File: src/rtl/coord_intersect.sv
// Two-input coordinate intersector: joins two scanner coordinate/position streams,
// emitting only the coordinates present on both sides and passing stop/done tokens in lockstep.
module coord_intersect #(
    parameter int DATA_WIDTH = 17,
    parameter int CNT_WIDTH  = 16
) (
    input  logic                  clk,
    input  logic                  rst_n,
    input  logic                  clk_en,
    input  logic                  flush,
    input  logic                  tile_en,

    input  logic [DATA_WIDTH-1:0] coord_in_0,
    input  logic                  coord_in_0_valid,
    output logic                  coord_in_0_ready,
    input  logic [DATA_WIDTH-1:0] pos_in_0,
    input  logic                  pos_in_0_valid,
    output logic                  pos_in_0_ready,

    input  logic [DATA_WIDTH-1:0] coord_in_1,
    input  logic                  coord_in_1_valid,
    output logic                  coord_in_1_ready,
    input  logic [DATA_WIDTH-1:0] pos_in_1,
    input  logic                  pos_in_1_valid,
    output logic                  pos_in_1_ready,

    output logic [DATA_WIDTH-1:0] coord_out,
    output logic                  coord_out_valid,
    input  logic                  coord_out_ready,
    output logic [DATA_WIDTH-1:0] pos_out_0,
    output logic                  pos_out_0_valid,
    input  logic                  pos_out_0_ready,
    output logic [DATA_WIDTH-1:0] pos_out_1,
    output logic                  pos_out_1_valid,
    input  logic                  pos_out_1_ready,

    output logic [CNT_WIDTH-1:0]  match_count,
    output logic                  err
);

    localparam int PW = DATA_WIDTH - 1;

    localparam logic [0:0] ST_RUN  = 1'b0;
    localparam logic [0:0] ST_DONE = 1'b1;

    localparam logic [1:0] K_DATA = 2'd0;
    localparam logic [1:0] K_STOP = 2'd1;
    localparam logic [1:0] K_DONE = 2'd2;

    localparam logic [DATA_WIDTH-1:0] DONE_TOK = {1'b1, PW'(9'h100)};

    function automatic logic [1:0] kind_of(input logic [DATA_WIDTH-1:0] tok);
        if (!tok[DATA_WIDTH-1])
            return K_DATA;
        else if (tok == DONE_TOK)
            return K_DONE;
        else
            return K_STOP;
    endfunction

    logic [0:0]            state;
    logic                  active;
    logic                  present_0, present_1;
    logic                  fire, slots_free;
    logic [1:0]            kind_0, kind_1;
    logic                  mis_0, mis_1;
    logic                  pop_0, pop_1;
    logic                  emit, inc, set_err, go_done;
    logic [DATA_WIDTH-1:0] nxt_coord, nxt_pos_0, nxt_pos_1;
    logic [PW-1:0]         pay_0, pay_1;

    assign active     = clk_en & tile_en;
    assign present_0  = coord_in_0_valid & pos_in_0_valid;
    assign present_1  = coord_in_1_valid & pos_in_1_valid;
    assign fire       = active & present_0 & present_1 & (state == ST_RUN);
    assign slots_free = (~coord_out_valid | coord_out_ready)
                      & (~pos_out_0_valid | pos_out_0_ready)
                      & (~pos_out_1_valid | pos_out_1_ready);

    // A side is classified by its coord token; a differing pos kind is only flagged.
    assign kind_0 = kind_of(coord_in_0);
    assign kind_1 = kind_of(coord_in_1);
    assign mis_0  = kind_0 != kind_of(pos_in_0);
    assign mis_1  = kind_1 != kind_of(pos_in_1);
    assign pay_0  = coord_in_0[PW-1:0];
    assign pay_1  = coord_in_1[PW-1:0];

    always_comb begin
        pop_0     = 1'b0;
        pop_1     = 1'b0;
        emit      = 1'b0;
        inc       = 1'b0;
        set_err   = 1'b0;
        go_done   = 1'b0;
        nxt_coord = '0;
        nxt_pos_0 = '0;
        nxt_pos_1 = '0;
        if (fire) begin
            if (kind_0 == K_DATA && kind_1 == K_DATA) begin
                if (pay_0 == pay_1) begin
                    if (slots_free) begin
                        emit      = 1'b1;
                        inc       = 1'b1;
                        pop_0     = 1'b1;
                        pop_1     = 1'b1;
                        nxt_coord = coord_in_0;
                        nxt_pos_0 = pos_in_0;
                        nxt_pos_1 = pos_in_1;
                    end
                end else if (pay_0 < pay_1) begin
                    pop_0 = 1'b1;
                end else begin
                    pop_1 = 1'b1;
                end
            end else if (kind_0 == K_DATA) begin
                pop_0 = 1'b1;
            end else if (kind_1 == K_DATA) begin
                pop_1 = 1'b1;
            end else if (slots_free) begin
                emit  = 1'b1;
                pop_0 = 1'b1;
                pop_1 = 1'b1;
                if (kind_0 == K_STOP && kind_1 == K_STOP) begin
                    nxt_coord = coord_in_0;
                    set_err   = coord_in_0[7:0] != coord_in_1[7:0];
                end else begin
                    nxt_coord = DONE_TOK;
                    go_done   = 1'b1;
                    set_err   = kind_0 != kind_1;
                end
                nxt_pos_0 = nxt_coord;
                nxt_pos_1 = nxt_coord;
            end
            if ((pop_0 & mis_0) | (pop_1 & mis_1))
                set_err = 1'b1;
        end
    end

    assign coord_in_0_ready = pop_0;
    assign pos_in_0_ready   = pop_0;
    assign coord_in_1_ready = pop_1;
    assign pos_in_1_ready   = pop_1;

    always_ff @(posedge clk or posedge rst_n) begin
        if (rst_n) begin
            state           <= ST_RUN;
            coord_out       <= '0;
            coord_out_valid <= 1'b0;
            pos_out_0       <= '0;
            pos_out_0_valid <= 1'b0;
            pos_out_1       <= '0;
            pos_out_1_valid <= 1'b0;
            match_count     <= '0;
            err             <= 1'b0;
        end else if (flush) begin
            state           <= ST_RUN;
            coord_out       <= '0;
            coord_out_valid <= 1'b0;
            pos_out_0       <= '0;
            pos_out_0_valid <= 1'b0;
            pos_out_1       <= '0;
            pos_out_1_valid <= 1'b0;
            match_count     <= '0;
            err             <= 1'b0;
        end else if (active) begin
            if (emit) begin
                coord_out       <= nxt_coord;
                pos_out_0       <= nxt_pos_0;
                pos_out_1       <= nxt_pos_1;
                coord_out_valid <= 1'b1;
                pos_out_0_valid <= 1'b1;
                pos_out_1_valid <= 1'b1;
            end else begin
                if (coord_out_ready) coord_out_valid <= 1'b0;
                if (pos_out_0_ready) pos_out_0_valid <= 1'b0;
                if (pos_out_1_ready) pos_out_1_valid <= 1'b0;
            end

            if (set_err)
                err <= 1'b1;

            case (state)
                ST_RUN: begin
                    if (inc && match_count != '1)
                        match_count <= match_count + 1'b1;
                    if (go_done)
                        state <= ST_DONE;
                end
                default: begin
                    match_count <= '0;
                    state       <= ST_RUN;
                end
            endcase
        end
    end

endmodule

File: config.mk
export PLATFORM = sky130hd
export DESIGN_NAME = coord_intersect
export DESIGN_NICKNAME = d
export VERILOG_FILES = /design/src/rtl/coord_intersect.sv
export SDC_FILE = /design/constraint.sdc
export NUM_CORES = 1
export LEC_CHECK = 0
export BUFFER_PORTS_ARGS = -buffer_cell sky130_fd_sc_hd__buf_2
export CAP_MARGIN = 10
export CORE_ASPECT_RATIO = 1.1
export CORE_MARGIN = 1
export CORE_UTILIZATION = 50
export DETAILED_ROUTE_END_ITERATION = 8
export GPL_TIMING_DRIVEN = 0
export PLACE_DENSITY_LB_ADDON = 0.3
export SKIP_LAST_GASP = 1
export SLEW_MARGIN = 15
export SYNTH_ARGS = -nofsm -noshare
export SYNTH_HDL_FRONTEND = slang
export SYNTH_SLANG_ARGS = --single-unit
File: constraint.sdc
create_clock -name clk -period 4.8 [get_ports clk]
set_input_delay 1.44 -clock clk [delete_from_list [all_inputs] [get_ports clk]]
set_output_delay 1.44 -clock clk [all_outputs]
set_load 0.02 [all_outputs]
==> results.md, run 1 <==
* Outcome: finished, final reports clean
* Critical path class: input port to primary output
* Cell Pwr Density at 249 nW/um^2
* Grt met3 use at 5.20%
* Min-Delay Path Class: flip-flop to flip-flop
* Relative slew slack at 47.3%
* CP max FO at 4
* Mapped Nets at 542
* Hold path endpoint: coord_out[8]
* Part of the Yosys area used for sequential elements at 41.5%
* Syn Inst Count at 444
* Most used cell, CP: buf_4
* Routed WL at 13,500 um
* CP max stage cell: ha_1
* # clock sinks at 72
* Synthesized cell area at 4340 um^2
* Most used DFF post-synth: dfrtp_1
* Share of total power in sequential cells at 43.0%
* Comb pwr share at 14.3%
* Yosys warnings at 0
* Die area at 9060 um^2
* Final GP Congestion at 0.862
* Chip Height at 99.7 um
* Total GRT Usage at 29.1%
* Largest stage delay, worst path at 320 ps
* Largest net degree at the start of global routing at 59
* Clock Latency Late Sink at 360 ps
* Initial Utilization at 51.6%
* Top cell type's share of synthesized area at 41.5%
* Met1 GRT Util at 36.2%
* Yosys top cell by area: dfrtp_1
* Max Clock Skew at 11.6 ps
* Final Cycle Share at 99.6%
* Async set-reset flop share out of synthesis at 100%
* Crit path required time at 3360 ps
* Distinct cells, synth at 59
* End-of-flow core utilization at 67.6%
* Worst-Margin Slew at 788 ps
* First-pass GRT wire length at 20,700 um
* Area Growth Syn to Fin at 31.0%
* FP Rows at 35
* H-tree depth at 3
* Worst r2r src: pos_out_1_valid
* Area after DPL at 5280 um^2
* Clock transition at path regs at 80 ps
* Syn avg cell area at 9.78 um^2
* Setup Viol. Count Final at 0
* Detailed-route via count at 4,405
* Worst path cell trace: buf_2 -> ha_1 -> nand4_1 -> buf_4 -> inv_1 -> a2111oi_4 -> a311o_1 -> nor3b_4 -> buf_4 -> buf_4
* Unrepaired setup endpoints after global routing: true
* Initial antenna violation count at 0
* TritonCTS clock tree: built
* Max clock buf depth at 2
* Total gr overflow at 0
* Top Ports at 155
* GRT met2 Usage at 50.5%
* Core footprint at 8410 um^2
* Hold Path Stages at 1
* Worst EP arrival at 3340 ps
* DRT iter0 DRCs at 252
* Clock share of power at 42.7%
* RR Endpoint: pos_out_1[12]
* Cell Int Power at 1.05 mW
* Layout cells sized above 1 at 37.8%
* Most frequent cells in the layout: buf_2 (156), dfrtp_1 (72), a22o_1 (47)
* Sw frac at 26.1%
* Synth top area cells: dfrtp_1 (41%), a22o_1 (9.5%), ha_1 (5.2%)
* Reg2Reg Depth at 7
* Die W at 90.8 um
* Synth Register Bits at 72
* Slew Limit Fails at 0
* Wire per inst at 18.6 um
* Psw at 0.370 mW
* Min Tclk post-route at 4780 ps
* Max cap viols at 0
* Clk root buf: clkbuf_8
* CTS Buf Count at 9
* Vias in the first global route at 4,211
* Detail Route Antenna Nets at 0
* Final Hold Fails at 0
* Kind of end point of the critical path: primary output
* Fin nets at 711
* Antenna Cells at 0
* Most common cell after layout, fill and taps aside: buf_2
* Crit path launch type: input port
* Design Area, Final at 5690 um^2
* GRT busiest layer: met2
* R2R setup slack at 2410 ps
* Peak supply drop at 0.000154 V
* Post-DR vias/cell at 6.05
* DRT Pass-1 Iters at 5
* DP HPWL at 10,100 um
* Post-synth EDFFs at 0
* Hold wc startpoint: coord_out[8]
* Drt drc at 0
* Leakage Power at 2.85 nW
* IO buf count at 153
* FMAX at 209 MHz
-- layer usage --
metal | wire length (um) | up-vias | part of all wire (%)
met5 | 0 | - | 0
met4 | 427 | 0 | 3.2
met3 | 930 | 43 | 6.9
met2 | 6650 | 233 | 49
met1 | 5520 | 2109 | 41
li1 | - | 2020 | -
-- power groups by stage --
stage | Combinational [mW] | Sequential [mW] | Clock, mW
after floorplan | 0.0903 | 0.622 | 0
after global placement | 0.165 | 0.621 | 0
after detailed placement | 0.174 | 0.621 | 0
after CTS | 0.177 | 0.608 | 0.605
after global routing | 0.219 | 0.609 | 0.625
final | 0.202 | 0.608 | 0.604
-- cell type report --
cell class                 count  area [um^2]
sequential                    72         1800
clock inverter                 5          104
fill                         721         2720
multi-input combinational    322         2420
tap                          111          139
timing repair buffer         158          828
clock buffer                  10          138
buffer                        26          164
inverter                      24         92.6
-- kinds of logic (layout without fill, tap and decap cells) --
group / count (synthesis) / in the layout / synth area share, %
simple gates: 177 / 177 / 24.7
compound gates: 117 / 117 / 20.6
flops: 72 / 72 / 41.5
buf+inv: 50 / 223 / 5.85
fa+ha+maj: 18 / 18 / 5.19
xor+xnor: 6 / 6 / 1.21
mux: 4 / 4 / 0.922
-- registers in the layout, indices dropped and copies added, names as in the netlist --
signal           cells
coord_out           17
coord_out_valid      1
err                  1
match_count         16
pos_out_0           17
pos_out_0_valid      1
pos_out_1           17
pos_out_1_valid      1
state                1
-- through the flow --
stage / TNS [ps] / total power, mW / cells / hold slack [ps] / setup WS (ps)
after floorplan: 0 / 0.713 / 444 / 554 / 73.8
after global placement: -261 / 0.786 / 708 / 472 / -146
after detailed placement: -422 / 0.794 / 709 / 472 / -205
after CTS: -20.4 / 1.39 / 724 / 495 / -12.2
after global routing: -160 / 1.45 / 728 / 500 / -83.0
final: 0 / 1.41 / 728 / 494 / 20.0
-- repair_timing --
item / in CTS / in global routing
pin swaps: 2 / 5
hold buffers: 0 / 0
gates resized for setup: 2 / 20
buffers inserted: 0 / 4
endpoints found under the setup margin: 3 / 4
-- critical path, delay by kind of cell --
| kind | cells | cell delay (ps) |
|---|---|---|
| buf+inv | 5 | 630 |
| fa+ha+maj | 1 | 320 |
| simple gates | 2 | 380 |
| compound gates | 2 | 570 |
-- worst max path at each step --
stage / from / endpoint / slack (ps) / cells after the start
5_1_grt: coord_in_0[6] / pos_in_0_ready / -80 / 9
3_5_place_dp: coord_in_0[9] / pos_in_0_ready / -200 / 9
3_3_place_gp: coord_in_0[11] / pos_in_0_ready / -150 / 9
4_1_cts: coord_in_0[15] / pos_in_1_ready / -10 / 10
2_1_floorplan: coord_in_1[11] / pos_in_0_ready / 70 / 8
6_report: coord_in_0[14] / pos_in_0_ready / 20 / 10
-- Yosys cell counts (7+ instances only) --
cell,instances
a22o_1,47
nand3_1,10
or3_1,36
inv_1,23
clkbuf_1,11
nor2_1,23
a21oi_1,23
nand4_1,14
buf_6,7
a21oi_2,10
nand2_1,22
nor2_2,13
nor4_1,16
ha_1,18
dfrtp_1,72
Power figures use the tool's default switching activity.
==> inputs of run 2 (changes only) <==
BUFFER_PORTS_ARGS = unset   (was -buffer_cell sky130_fd_sc_hd__buf_2)
CORE_ASPECT_RATIO = unset   (was 1.1)
CORE_MARGIN = 10   (was 1)
DONT_BUFFER_PORTS = 1   (was unset)
==> run 2 against run 1 <==
Compared with the run above: largest power group unchanged; global-route usage fell by 8.6 points; combinational power fell by 39%; core utilization fell by 11 points; sequential share of layout area rose by 6.4 points; register-to-register slack got worse by 70 ps; flip-flop and latch count did not move; largest cell class unchanged; worst hold slack improved by 160 ps; critical path type unchanged; setup slack improved by 9.0 ps; first-iteration DRC count fell by 14%; clock skew fell by 2.1 ps; critical endpoint unchanged; design area fell by 17%.
==> results.md, run 2 (same netlist as run 1, synthesis figures left out) <==
* Outcome: finished, final reports clean
* Fin nets at 554 (-22%)
* Footprint of the multi-input gates at 2330 um^2 (-3.8%)
* Initial Utilization at 52.1% (+0.42 points)
* Final Non-Filler Cells at 566 (-22%)
* Comb pwr share at 10.5% (-3.8 points)
* Kind of end point of the critical path: primary output
* TNS Setup at 0 ps (unchanged)
* Final WS setup at 29.0 ps (+9.02 ps)
* Post-DR vias/cell at 6.46 (+6.8%)
* CP max FO at 5 (+1)
* Detail Route Antenna Nets at 0 (unchanged)
* Drt drc at 0 (unchanged)
* Reg2Reg Depth at 8 (+1)
* Top Registers: coord_out (17), pos_out_0 (17), pos_out_1 (17)
* Clock transition at path regs at 70 ps (about the same)
* Final Hold Fails at 0 (unchanged)
* CTS Buf Count at 9 (unchanged)
* Min-Delay Path Class: flip-flop to flip-flop
* Area Growth Syn to Fin at 8.93%
* Die W at 113 um (+25%)
* Routed WL at 13,500 um (about the same)
* Largest stage delay, worst path at 450 ps (+130 ps)
* Wire per inst at 23.9 um (+29%)
* Leakage Power at 2.07 nW (-27%)
* Most frequent cells in the layout: dfrtp_1 (72), a22o_1 (47), or3_1 (36)
* Worst hold slack at 656 ps (+162 ps)
* Final GP Congestion at 0.873 (+1.3%)
* Critical path class: input port to primary output
* Detailed-route via count at 3,657 (-17%)
* TritonCTS clock tree: built
* Sw frac at 27.4% (+1.3 points)
* Vias in the first global route at 3,712 (-12%)
* Worst r2r src: match_count[1]
* RR Endpoint: match_count[12]
* H-tree depth at 3 (unchanged)
* Max clock buf depth at 2 (unchanged)
* Die area at 12,800 um^2 (+41%)
* Max cap viols at 0 (unchanged)
* Unrepaired setup endpoints after global routing: true
* Dpl cells at 550 (-22%)
* # clock sinks at 72 (unchanged)
* Hold Path Stages at 1 (unchanged)
* Clock share of power at 37.9% (-4.8 points)
* FP Rows at 33 (-5.7%)
* End-of-flow core utilization at 56.7% (-11 points)
* Top Ports at 155 (unchanged)
* Worst path cell trace: inv_1 -> ha_1 -> nand4_2 -> nor4_4 -> and2_1 -> a311o_1 -> nor3b_4 -> buf_6
* Final Cycle Share at 99.4% (-0.19 points)
* Cell Pwr Density at 250 nW/um^2 (+0.58%)
* Total GRT Usage at 20.5% (-8.6 points)
* Core footprint at 8340 um^2 (-0.80%)
* Cell Int Power at 0.859 mW (-18%)
* First-pass GRT wire length at 21,300 um (+2.8%)
* R2R setup slack at 2340 ps (-70 ps)
* Crit path required time at 3360 ps (about the same)
* DP Worst Slack at -241 ps (-36.0 ps)
* Worst-Margin Slew at 589 ps (-199 ps)
* DP HPWL at 10,900 um (+8.0%)
* FMAX at 210 MHz (+0.19%)
* IO buf count at 0 (-100%)
* Register Area at 1800 um^2 (unchanged)
* Relative slew slack at 60.5% (+13 points)
* # Post-CTS Setup Buffers at 0 (unchanged)
* Setup Viol. Count Final at 0 (unchanged)
* DRT Pass-1 Iters at 5 (unchanged)
* Most common cell after layout, fill and taps aside: dfrtp_1
* Largest net degree at the start of global routing at 57 (-3.4%)
* Fillers at 732 (+1.5%)
* Clock Latency Late Sink at 360 ps (about the same)
* Total gr overflow at 0 (unchanged)
* Clk root buf: clkbuf_8
* Antenna Cells at 0 (unchanged)
* Share of total power in sequential cells at 51.6% (+8.6 points)
* Slew Limit Fails at 0 (unchanged)
* Peak supply drop at 0.000117 V (-24%)
* Initial antenna violation count at 0 (unchanged)
* Layout cells sized above 1 at 14.5% (-23 points)
* Worst EP arrival at 3330 ps (about the same)
* Chip Height at 113 um (+13%)
* Crit path launch type: input port
* CP max stage cell: nor4_4
* Psw at 0.325 mW (-12%)
* DRT iter0 DRCs at 217 (-14%)
* Max Clock Skew at 9.43 ps (-2.14 ps)
* Hold wc startpoint: coord_out[16]
* Min Tclk post-route at 4770 ps (-9.02 ps)
* Hold path endpoint: coord_out[16]
[run 2: layer usage]
layer,vias up,global-route usage [%],routed length [um]
met5,-,0,0
met4,0,6.26,319
met3,26,9.77,1500
met2,152,33.0,6420
met1,1782,23.7,5290
li1,1697,-,-
[run 2: worst max-delay path: cells and delay by family]
kind	cells	cell delay, ps
fa+ha+maj	1	300
simple gates	4	1230
buf+inv	2	200
compound gates	1	160
[run 2: how the worst max path moves through the flow]
stage                    from              to  depth (start not counted)
4_1_cts        coord_in_1[11]  pos_in_0_ready                          8
3_3_place_gp   coord_in_1[15]  pos_in_0_ready                          8
5_1_grt         coord_in_1[6]  pos_in_0_ready                          8
6_report        coord_in_1[5]  pos_in_0_ready                          8
2_1_floorplan  coord_in_1[11]  pos_in_0_ready                          8
3_5_place_dp   coord_in_1[15]  pos_in_0_ready                          8
[run 2: layout make-up]
cell class              count  share of cell area [%]
plain buffers              26                    3.54
clock buffers              11                    2.99
clock inverters             5                   0.820
inverters                  24                    1.96
multi-input cells         322                    49.2
flip-flops and latches     72                    38.1
well taps                 105                    2.78
repair buffers              1                   0.582
[run 2: repair_timing]
| action | CTS | global route |
|---|---|---|
| hold buffers | 0 | 0 |
| resized for setup | 5 | 3 |
| endpoints found under the setup margin | 3 | 2 |
| pin swaps | 0 | 2 |
[run 2: power groups by stage]
stage	Clock [mW]	Combinational (mW)	Sequential [mW]
floorplan	0	0.0903	0.622
finish	0.448	0.124	0.611
global placement	0	0.111	0.623
detailed placement	0	0.118	0.623
CTS	0.458	0.122	0.611
global route	0.485	0.141	0.611
[run 2: stage by stage]
step                      power (mW)  instance area, um^2
after global placement         0.734                 4480
final                           1.18                 4730
after detailed placement       0.741                 4510
after floorplan                0.713                 4350
after CTS                       1.19                 4710
after global routing            1.24                 4730
